$ cat src/rtl/fp16_pkg.sv
// -----------------------------------------------------------------------------
// fp16_pkg
// Shared constants and types for the accumulator drain path that turns
// fixed-point PE accumulators into IEEE FP16 words.
//   FP16_*          : field widths, bias and special encodings of FP16
//   drain_state_e   : drain FSM states (capture -> convert -> normalise -> emit)
// -----------------------------------------------------------------------------
package fp16_pkg;

    localparam int FP16_BIAS    = 15;
    localparam int FP16_MANT_W  = 10;
    localparam int FP16_EXP_W   = 5;
    localparam int FP16_EXP_MAX = 31;

    localparam logic [15:0] FP16_POS_INF  = 16'h7C00;
    localparam logic [15:0] FP16_NEG_INF  = 16'hFC00;
    localparam logic [15:0] FP16_POS_ZERO = 16'h0000;

    typedef enum logic [1:0] {
        ST_IDLE = 2'd0,
        ST_CONV = 2'd1,
        ST_NORM = 2'd2,
        ST_EMIT = 2'd3
    } drain_state_e;

endpackage

$ cat src/rtl/fx2fp16_norm.sv
// -----------------------------------------------------------------------------
// fx2fp16_norm
// Combinational fixed-point to FP16 normaliser with round-to-nearest-even.
// No subnormals: results below the normal range flush to signed zero,
// results at or above the top exponent saturate to signed infinity.
//   sign   : sign of the original accumulator
//   mag    : magnitude, one bit wider than the accumulator
//   p      : position of the leading one in mag (ignored when mag is zero)
//   exp    : PE exponent, same bias as FP16
//   result : rounded FP16 word
// -----------------------------------------------------------------------------
module fx2fp16_norm
    import fp16_pkg::*;
#(
    parameter int ACC_WIDTH = 32,
    parameter int FRAC_BITS = 10,
    parameter int EXP_WIDTH = 5
) (
    input  logic                           sign,
    input  logic [ACC_WIDTH:0]             mag,
    input  logic [$clog2(ACC_WIDTH+1)-1:0] p,
    input  logic [EXP_WIDTH-1:0]           exp,
    output logic [15:0]                    result
);

    localparam int MAG_W       = ACC_WIDTH + 1;
    localparam int POS_W       = $clog2(MAG_W);
    // Signed working width wide enough for p, exp and the negative offset.
    localparam int EW          = EXP_WIDTH + 7;
    // PE exponents carry the FP16 bias, so re-biasing cancels; kept explicit
    // so a future PE bias change only touches this line.
    localparam int PE_EXP_BIAS = FP16_BIAS;
    localparam int E_ADJ       = FP16_BIAS - PE_EXP_BIAS - FRAC_BITS;

    logic [MAG_W-1:0]        norm_s;
    logic [FP16_MANT_W-1:0]  mant_s;
    logic                    guard_s;
    logic                    sticky_s;
    logic                    round_up_s;
    logic [FP16_MANT_W:0]    mant_rnd_s;
    logic signed [EW-1:0]    e_raw_s;
    logic signed [EW-1:0]    e_rnd_s;

    // Left-justify so the leading one lands in the MSB; zero input stays zero,
    // which makes the MSB double as the non-zero flag.
    assign norm_s     = mag << (POS_W'(MAG_W - 1) - p);
    assign mant_s     = norm_s[MAG_W-2 -: FP16_MANT_W];
    assign guard_s    = norm_s[MAG_W-2-FP16_MANT_W];
    assign sticky_s   = |norm_s[MAG_W-3-FP16_MANT_W:0];
    assign round_up_s = guard_s & (sticky_s | mant_s[0]);
    // Carry-out of the rounded mantissa bumps the exponent; the mantissa
    // field is then all zeros, which the low bits already hold.
    assign mant_rnd_s = {1'b0, mant_s} + {{FP16_MANT_W{1'b0}}, round_up_s};

    assign e_raw_s = $signed(EW'(p)) + $signed(EW'(exp)) + $signed(EW'(E_ADJ));
    assign e_rnd_s = e_raw_s + $signed(EW'(mant_rnd_s[FP16_MANT_W]));

    // Pack the result and apply zero / overflow / flush special cases.
    always_comb begin
        result = FP16_POS_ZERO;
        if (!norm_s[MAG_W-1]) begin
            result = FP16_POS_ZERO;
        end else if (e_rnd_s >= $signed(EW'(FP16_EXP_MAX))) begin
            result = sign ? FP16_NEG_INF : FP16_POS_INF;
        end else if (e_rnd_s <= $signed(EW'(0))) begin
            result = {sign, 15'h0000};
        end else begin
            result = {sign, e_rnd_s[FP16_EXP_W-1:0], mant_rnd_s[FP16_MANT_W-1:0]};
        end
    end

endmodule

$ cat src/rtl/acc_drain_fp16.sv
// -----------------------------------------------------------------------------
// acc_drain_fp16
// Drain stage behind the N x N systolic array. A rising edge of done (while
// idle) snapshots every PE accumulator and exponent; each entry is then
// converted to FP16 and streamed out row-major on a valid/ready interface.
//   clk, rst   : clock, asynchronous active-high reset
//   done       : array frame-complete level, rising edge triggers capture
//   acc_in     : flattened accumulators, PE[r][c] at slice r*N+c
//   exp_in     : flattened exponents, same indexing
//   out_valid  : out_data/out_idx/out_last hold a result
//   out_ready  : consumer accepts the current result
//   out_data   : FP16 result
//   out_idx    : PE index of out_data
//   out_last   : final element of the frame
//   busy       : a frame is held or draining
//   overrun    : sticky, done edge seen while busy
// Per element: CONV (sign, magnitude, leading one) -> NORM (FP16 word) ->
// EMIT (hold until handshake).
// -----------------------------------------------------------------------------
module acc_drain_fp16
    import fp16_pkg::*;
#(
    parameter int N         = 2,
    parameter int ACC_WIDTH = 32,
    parameter int FRAC_BITS = 10,
    parameter int EXP_WIDTH = 5
) (
    input  logic                         clk,
    input  logic                         rst,
    input  logic                         done,
    input  logic [N*N*ACC_WIDTH-1:0]     acc_in,
    input  logic [N*N*EXP_WIDTH-1:0]     exp_in,
    output logic                         out_valid,
    input  logic                         out_ready,
    output logic [15:0]                  out_data,
    output logic [$clog2(N*N)-1:0]       out_idx,
    output logic                         out_last,
    output logic                         busy,
    output logic                         overrun
);

    localparam int NUM_PE = N * N;
    localparam int IDX_W  = $clog2(NUM_PE);
    localparam int MAG_W  = ACC_WIDTH + 1;
    localparam int POS_W  = $clog2(MAG_W);
    localparam logic [IDX_W-1:0] LAST_IDX = IDX_W'(NUM_PE - 1);

    drain_state_e          state_r;
    logic                  done_q_r;
    logic [ACC_WIDTH-1:0]  acc_snap_r [NUM_PE];
    logic [EXP_WIDTH-1:0]  exp_snap_r [NUM_PE];
    logic [IDX_W-1:0]      idx_r;
    logic                  sign_r;
    logic [MAG_W-1:0]      mag_r;
    logic [POS_W-1:0]      pos_r;

    logic [ACC_WIDTH-1:0]  acc_cur_s;
    logic [EXP_WIDTH-1:0]  exp_cur_s;
    logic                  sign_cur_s;
    logic [MAG_W-1:0]      mag_cur_s;
    logic                  done_rise_s;
    logic                  capture_s;
    logic                  hs_s;
    logic [15:0]           fp_s;

    // Highest set bit of the magnitude; zero input returns 0.
    function automatic logic [POS_W-1:0] lead_one_pos(input logic [MAG_W-1:0] v);
        logic [POS_W-1:0] pos;
        pos = '0;
        for (int i = 0; i < MAG_W; i++) begin
            if (v[i]) begin
                pos = POS_W'(i);
            end
        end
        return pos;
    endfunction

    assign acc_cur_s   = acc_snap_r[idx_r];
    assign exp_cur_s   = exp_snap_r[idx_r];
    assign sign_cur_s  = acc_cur_s[ACC_WIDTH-1];
    // One extra bit so the most negative accumulator has an exact magnitude.
    assign mag_cur_s   = sign_cur_s ? ((~{1'b1, acc_cur_s}) + MAG_W'(1))
                                    : {1'b0, acc_cur_s};
    assign done_rise_s = done & ~done_q_r;
    assign capture_s   = done_rise_s & ~busy;
    assign hs_s        = out_valid & out_ready;

    // Edge detector and sticky overrun flag.
    always_ff @(posedge clk or posedge rst) begin
        if (rst) begin
            done_q_r <= 1'b0;
            overrun  <= 1'b0;
        end else begin
            done_q_r <= done;
            if (done_rise_s && busy) begin
                overrun <= 1'b1;
            end
        end
    end

    // Snapshot register file; contents only matter after a capture.
    always_ff @(posedge clk) begin
        if (capture_s) begin
            for (int k = 0; k < NUM_PE; k++) begin
                acc_snap_r[k] <= acc_in[k*ACC_WIDTH +: ACC_WIDTH];
                exp_snap_r[k] <= exp_in[k*EXP_WIDTH +: EXP_WIDTH];
            end
        end
    end

    // Drain FSM with registered stream outputs.
    always_ff @(posedge clk or posedge rst) begin
        if (rst) begin
            state_r   <= ST_IDLE;
            idx_r     <= '0;
            busy      <= 1'b0;
            out_valid <= 1'b0;
            out_data  <= 16'h0000;
            out_idx   <= '0;
            out_last  <= 1'b0;
            sign_r    <= 1'b0;
            mag_r     <= '0;
            pos_r     <= '0;
        end else begin
            case (state_r)
                ST_IDLE: begin
                    if (capture_s) begin
                        idx_r   <= '0;
                        busy    <= 1'b1;
                        state_r <= ST_CONV;
                    end
                end
                ST_CONV: begin
                    sign_r  <= sign_cur_s;
                    mag_r   <= mag_cur_s;
                    pos_r   <= lead_one_pos(mag_cur_s);
                    state_r <= ST_NORM;
                end
                ST_NORM: begin
                    out_data  <= fp_s;
                    out_idx   <= idx_r;
                    out_last  <= (idx_r == LAST_IDX);
                    out_valid <= 1'b1;
                    state_r   <= ST_EMIT;
                end
                ST_EMIT: begin
                    if (hs_s) begin
                        out_valid <= 1'b0;
                        if (out_last) begin
                            out_last <= 1'b0;
                            busy     <= 1'b0;
                            state_r  <= ST_IDLE;
                        end else begin
                            idx_r   <= idx_r + IDX_W'(1);
                            state_r <= ST_CONV;
                        end
                    end
                end
                default: begin
                    state_r   <= ST_IDLE;
                    busy      <= 1'b0;
                    out_valid <= 1'b0;
                end
            endcase
        end
    end

    fx2fp16_norm #(
        .ACC_WIDTH (ACC_WIDTH),
        .FRAC_BITS (FRAC_BITS),
        .EXP_WIDTH (EXP_WIDTH)
    ) u_norm (
        .sign   (sign_r),
        .mag    (mag_r),
        .p      (pos_r),
        .exp    (exp_cur_s),
        .result (fp_s)
    );

endmodule

$ cat config.mk
export PLATFORM = sky130hd
export DESIGN_NAME = acc_drain_fp16
export DESIGN_NICKNAME = d
export VERILOG_FILES = /design/src/rtl/fp16_pkg.sv /design/src/rtl/fx2fp16_norm.sv /design/src/rtl/acc_drain_fp16.sv
export SDC_FILE = /design/constraint.sdc
export NUM_CORES = 1
export LEC_CHECK = 0
export ABC_AREA = 1
export BUFFER_PORTS_ARGS = -buffer_cell sky130_fd_sc_hd__buf_2
export CORE_MARGIN = 1.5
export CORE_UTILIZATION = 40
export DETAILED_ROUTE_END_ITERATION = 16
export GPL_ROUTABILITY_DRIVEN = 0
export HOLD_SLACK_MARGIN = 0.08
export PLACE_DENSITY = 0.64
export REMOVE_ABC_BUFFERS = 1
export SETUP_SLACK_MARGIN = 0.2
export SLEW_MARGIN = 5
export SYNTH_ARGS = -nofsm -noshare
export SYNTH_HDL_FRONTEND = slang
export SYNTH_SLANG_ARGS = --single-unit
$ cat constraint.sdc
create_clock -name clk -period 4.5 [get_ports clk]
set_input_delay 0.675 -clock clk [delete_from_list [all_inputs] [get_ports clk]]
set_output_delay 0.675 -clock clk [all_outputs]
set_load 0.1 [all_outputs]
* Yosys cells after proc, flatten, opt, wreduce, memory -nomap -nowiden
Memory sizes are Yosys's and may differ from the RTL's. Index checks and enable logic that the tools add are counted.
Word-level totals: flip-flop bits (word level) 67, memory bits (writable) 148, input port bits 152, output and inout port bits 22, word-level logic and storage cells 103, memories kept 2
Memories:
- acc_snap_r | words 4, width 32, rd ports 1, clocked after Yosys merged registers in 0, write ports 4, line acc_drain_fp16.sv:50 | logic [ACC_WIDTH-1:0] acc_snap_r [NUM_PE];
- exp_snap_r | words 4, width 5, rd ports 1, clocked after Yosys merged registers in 0, write ports 4, line acc_drain_fp16.sv:51 | logic [EXP_WIDTH-1:0] exp_snap_r [NUM_PE];
Cells by class: add/sub/neg operators 7, $lt $le $gt $ge 2, equal/unequal tests 8, shift-type cells 1, multiplexer cells 54, bitwise operators 8, reductions and logical operators 9
Operators by type and width (number):
- $mux W6 | 31
- $mux W16 | 3
- $add A33 B1 Y33 const B | 1
- $mux W33 | 1
- $not A33 Y33 | 1
- $shl A33 B6 Y33 | 1
- $reduce_or A21 Y1 | 1
- $mux W15 | 1
- $add A12 B2 Y12 | 1
- $add A12 B5 Y12 const B | 1
- $ge A12 B6 Y1 const B | 1
- $le A12 B1 Y1 const B | 1
- $add A10 B1 Y11 | 1
- $mux W2 | 5
- $mux W1 | 8
- $ne A2 B2 Y1 const B | 4
- $pmux W2 S4 | 1
- $reduce_and A4 Y1 | 2
- $add A6 B5 Y7 | 1
- $eq A2 B2 Y1 const B | 3
- $pmux W1 S2 | 3
- $sub A6 B6 Y6 const A | 1
- $and A1 B1 Y1 | 4
- $pmux W2 S2 | 1
- other kinds (8) | 11

* Logic depth before layout (Yosys ltp)
An unclocked memory read counts as a cell.
word-level depth 36, mapped depth 38, gate-level depth less buffers 37

* Hierarchy
A second synthesis with hierarchy kept.
Second synthesis, totals: cell total of the unflattened synthesis 1415, area total of the unflattened synthesis 11916.4 um2
Modules (own cells, without submodules):
- acc_drain_fp16 | times used 1, cells an instance 836, area each 9081.2 um2
- fx2fp16_norm | times used 1, cells an instance 579, area each 2835.2 um2

* Worst setup path after synthesis
No wires, ideal clock.
path kind flip-flop to flip-flop, start point register pos_r[0], end point register out_data[0], setup time 0.095 ns, arrival time 4.602 ns, data required time 4.405 ns, slack -0.197 ns, cell stages (with the launch flop) 34, path through dfrtp_1 -> inv_2 -> buf_2 -> ha_1 -> clkbuf_2 -> clkbuf_1 -> o21ai_0 -> a21boi_0 -> nand2_1 -> o22ai_1 -> nand2_1 -> nor2_2 -> ha_1 -> nand3_1 -> nor3_1 -> nand3_1 -> nor2_1 -> nand3_1 -> nor2_1 -> ha_1 -> inv_1 -> ha_1 -> inv_1 -> o21bai_1 -> nand2_1 -> nor2_1 -> xnor2_1 -> nand2_1 -> inv_1 -> a21oi_1 -> nand2_1 -> nor2_2 -> inv_2 -> o31ai_1
On the way: longest elaborated chain between the ends 11
RTL lines:
- from (decl) | line acc_drain_fp16.sv:55 | logic [POS_W-1:0] pos_r;
- from (signal assigned) | line acc_drain_fp16.sv:136 | pos_r <= lead_one_pos(mag_cur_s);
- $sub A6 B6 Y6 | line fx2fp16_norm.sv:46 | assign norm_s = mag << (POS_W'(MAG_W - 1) - p);
- $shl A33 B6 Y33 | line fx2fp16_norm.sv:46
- $reduce_or A21 Y1 | line fx2fp16_norm.sv:49 | assign sticky_s = |norm_s[MAG_W-3-FP16_MANT_W:0];
- $or A1 B1 Y1 | line fx2fp16_norm.sv:50 | assign round_up_s = guard_s & (sticky_s | mant_s[0]);
- $and A1 B1 Y1 | line fx2fp16_norm.sv:50
- $add A10 B1 Y11 | line fx2fp16_norm.sv:53 | assign mant_rnd_s = {1'b0, mant_s} + {{FP16_MANT_W{1'b0}}, round_up_s};
- $add A12 B2 Y12 | line fx2fp16_norm.sv:56 | assign e_rnd_s = e_raw_s + $signed(EW'(mant_rnd_s[FP16_MANT_W]));
- $le A12 B1 Y1 | line fx2fp16_norm.sv:65 | end else if (e_rnd_s <= $signed(EW'(0))) begin
- $mux W15 | line fx2fp16_norm.sv:65
- $mux W16 | line fx2fp16_norm.sv:63 | end else if (e_rnd_s >= $signed(EW'(FP16_EXP_MAX))) begin
- $mux W16 * | line fx2fp16_norm.sv:61 | if (!norm_s[MAG_W-1]) begin
- to (signal assigned) | line acc_drain_fp16.sv:140 | out_data <= fp_s;
- to (decl) | line acc_drain_fp16.sv:35 | output logic [15:0] out_data,
Mark *: on every way between the ends. The rest lies on a longest branch, timed or not. A chain may end at the register's enable or synchronous reset.

* Final worst setup path
start point register pos_r[0], end point register out_data[7]
The elaborated chain is that of the path after synthesis.

==> run metrics <==
CP Launch Type=register; hpwl dp=about 19,000 µm; Lkg Pwr=6.13 nW; CTS tree=built; IO Count=between 150 and 200; hold crit path type=in -> reg; unique cell type count in the Yosys netlist=66; setup TNS=0 ns; port buffer count=approximately 170; cell area power density=301 mW/mm²; final period utilization=98.9%; Inserted Clock Buffers=24; drt pass-1 iters=5; Logic pwr share=around 5.8%; critical setup path kind=reg -> reg; fraction of layout cells with a size suffix above 1=between 20% and 30%; sequential area share after synthesis=between 50 and 60%; FP Rows=slightly above 60; initial antenna violation count=0; Clock Tree Root=clkbuf_16; Crit. End Element=register; Die ar.=0.0297 mm²; Clk Latency, worst-skew pair=around 0.54 ns; Die H=172 µm; Sw Share=between 20% and 30%; status=complete, no violations; CTS Hold Bufs=0; Ant. Diodes=0; dpl cell area=0.0128 mm²; min-delay src=done; Initial DRC Count=489; Area Growth Syn to Fin=25.2%; sequential power share=about half; starting density of the core=40.9%; Worst R2R End=out_data[7]$_DFFE_PP0P_; P_sw=approximately 960 µW; post-DR vias/cell=roughly 5; Routed WL per cell=roughly 15 µm; Vias=9,306; fillcell total=roughly 2,600; Slew Limit Fails=0; vias in the first global route=between 8,000 and 9,000; clock skew=roughly 0.018 ns; CP arrival=just under 5 ns; clk sinks=214; H-tree depth=1; Fin. Hold Viols=0; CP Max Fanout=6; Reg clk slew, reported paths=0.06 ns; Max Fclk=~0.22 GHz; Synth Register Bits=between 200 and 250; global-route wire length before repair=roughly 43,000 µm; DRT antenna net count=0; yosys warns=0; Int Power=3.35 mW; Clk pwr share=between 40% and 50%; final instance area=0.0143 mm²; max_slew headroom=45.7%; Async SR Flop Fraction=between 30% and 40%; Die W=approximately 170 µm; WHS Path Cells=1; Final setup viols=0; Overflow after GRT=0; Least-Margin Pin Slew=0.814 ns; r2r startpoint=pos_r[0]$_DFFE_PP0N_; R2R Setup Slk=0.05 ns; core footprint=between 0.02 and 0.03 mm²; RSZ-0062 raised after global routing=true; post-route setup slack=roughly 0.050 ns; depth of the most critical reg-to-reg path=31; Worst VDD drop=just under 0.0003 V; largest stage delay on the critical path=about 0.38 ns; critical path's slowest cell=dfrtp_1; required time worst endpoint=between 4 and 5 ns; top_reg_cell synth=edfxtp_1; Avg Cell Area, Syn=9.32 µm²; Syn Std Cell Area=0.0115 mm²; Clock Path Buffers=3; Final nets=roughly 1,600; wirelength, routed=27,500 µm; Post-synth EDFFs=approximately 150; pin count of the biggest net entering global routing=76; Hold EP=done_q_r$_DFF_PP0_; Overall Global Routing Usage=a little under a fifth; Max Cap Viol=0; Syn Inst Count=between 1,000 and 1,500; pre-CTS setup slack=-0.263 ns; # DRC=0; min cycle time layout=4.45 ns
## kinds of logic after synthesis
| family | after synthesis | share of synthesized area [%] |
|---|---|---|
| flops | 214 | 53.2 |
| compound gates | 261 | 13.9 |
| buf+inv | 134 | 5.71 |
| xor+xnor | 40 | 3.58 |
| simple gates | 552 | 20.7 |
| fa+ha+maj | 17 | 1.92 |
| mux | 11 | 0.972 |
## state kept, by name, indices dropped and copies added (netlist names)
signal	cells
acc_snap_r	128
sign_r	1
out_valid	1
exp_snap_r	20
busy	1
state_r	2
out_data	16
out_idx	2
done_q_r	1
mag_r	33
overrun	1
idx_r	2
out_last	1
pos_r	5
## how the worst max path moves through the flow
stage	slack (ns)	endpoint	cells past startpoint	from
floorplan	-1.67	out_data[0]$_DFFE_PP0P_	33	pos_r[0]$_DFFE_PP0N_
global route	-0.23	out_data[0]$_DFFE_PP0P_	32	pos_r[0]$_DFFE_PP0N_
CTS	0.08	out_data[7]$_DFFE_PP0P_	31	pos_r[0]$_DFFE_PP0N_
global placement	-0.08	out_data[0]$_DFFE_PP0P_	34	pos_r[0]$_DFFE_PP0N_
finish	0.05	out_data[7]$_DFFE_PP0P_	31	pos_r[0]$_DFFE_PP0N_
detailed placement	-0.26	out_data[0]$_DFFE_PP0P_	34	pos_r[0]$_DFFE_PP0N_
## cell type report
class	count	area [µm²]	area share [%]
timing repair buffer	271	1740	12.1
clock inverter	15	126	0.881
multi-input combinational	881	4970	34.7
tap	378	473	3.30
clock buffer	29	629	4.39
sequential	214	6100	42.5
inverter	76	300	2.09
timing repair inverter	1	3.75	0.0262
## power by group through the flow
| stage | Sequential [mW] | Clock [mW] | Combinational [mW] |
|---|---|---|---|
| floorplan | 2.24 | 0 | 0.135 |
| global placement | 2.23 | 0 | 0.244 |
| detailed placement | 2.23 | 0 | 0.248 |
| CTS | 2.19 | 1.92 | 0.254 |
| global route | 2.20 | 2.00 | 0.283 |
| finish | 2.19 | 1.87 | 0.252 |
## metrics by stage
step | instances | util (%) | hold slack [ns] | power [mW]
2_1_floorplan | 1171 | - | 0.453 | 2.37
3_3_place_gp | 1770 | 45.8 | 0.449 | 2.48
3_5_place_dp | 1770 | 45.8 | 0.463 | 2.48
4_1_cts | 1849 | 50.0 | 0.270 | 4.37
5_1_grt | 1865 | 51.2 | 0.278 | 4.48
6_report | 1865 | 51.2 | 0.287 | 4.31
## timing repair
action,in CTS,in global routing
gates resized for setup,52,64
setup endpoints to repair,15,15
pin swaps,25,40
setup buffers,34,16
cloned,1,0
## metal layers
layer / global-route usage, % / routed length [µm] / vias to the layer above
met5: 0 / 0 / -
li1: - / - / 4716
met1: 23.6 / 12400 / 4320
met4: 6.16 / 925 / 0
met3: 2.49 / 1100 / 48
met2: 31.0 / 13100 / 222
## layout by cell type, fill, tap and decap left out, drive strengths merged, types with 2 or more instances in the layout
cell    instances
nand2         377
buf           271
edfxtp        148
o21ai         142
nor2           80
inv            77
dfrtp          66
nand3          63
a21oi          51
clkbuf         29
xor2           23
a32o           23
xnor2          17
ha             16
clkinv         14
nand4          11
mux2i          10
o22ai           9
o211ai          8
or2             7
nor3            6
a31oi           4
o31ai           4
a32oi           3
nor4            3
nand3b          3
o22a            3
o21bai          3
o21a            2
## synth_stat cells, types with 2 or more instances
cell type / count / share of area, %
nand4_2: 2 / 0.22
a21oi_1: 48 / 2.1
nor2_2: 7 / 0.38
o21bai_1: 3 / 0.20
inv_1: 63 / 2.1
o21ai_1: 16 / 0.70
xor2_2: 2 / 0.28
a32oi_1: 3 / 0.23
buf_4: 3 / 0.20
or2_1: 3 / 0.16
nand2_2: 14 / 0.76
o22ai_1: 9 / 0.49
o31ai_1: 3 / 0.20
or2_2: 4 / 0.22
nor4_1: 3 / 0.16
o21ai_2: 3 / 0.23
dfrtp_1: 66 / 14
buf_2: 19 / 0.83
nand2_1: 362 / 12
o21ai_0: 123 / 5.4
nor2_4: 4 / 0.39
mux2i_1: 10 / 0.87
inv_2: 11 / 0.36
o21a_1: 2 / 0.13
nor3_1: 5 / 0.22
edfxtp_1: 148 / 39
a21oi_2: 3 / 0.23
buf_6: 15 / 1.5
xnor2_1: 15 / 1.1
xor2_1: 20 / 1.5
clkbuf_1: 20 / 0.66
a31oi_1: 4 / 0.22
nand3_1: 56 / 2.4
a32o_2: 4 / 0.39
nand3b_1: 3 / 0.20
a32o_1: 19 / 1.7
o22a_1: 2 / 0.15
nor2_1: 69 / 2.3
nand3_2: 7 / 0.61
ha_1: 16 / 1.7
o211ai_1: 7 / 0.46
nand4_1: 9 / 0.49
## worst max-delay path: cells and delay by family (launching register included)
kind,cells,cell delay [ns]
AND/OR/NAND/NOR,14,1.44
multiplexers,1,0.24
XOR/XNOR,2,0.43
flip-flops,1,0.38
adder cells (fa/ha/maj),4,0.74
buffers and inverters,6,0.58
AO/OA/AOI/OAI,4,0.53
Power figures use the tool's default switching activity.
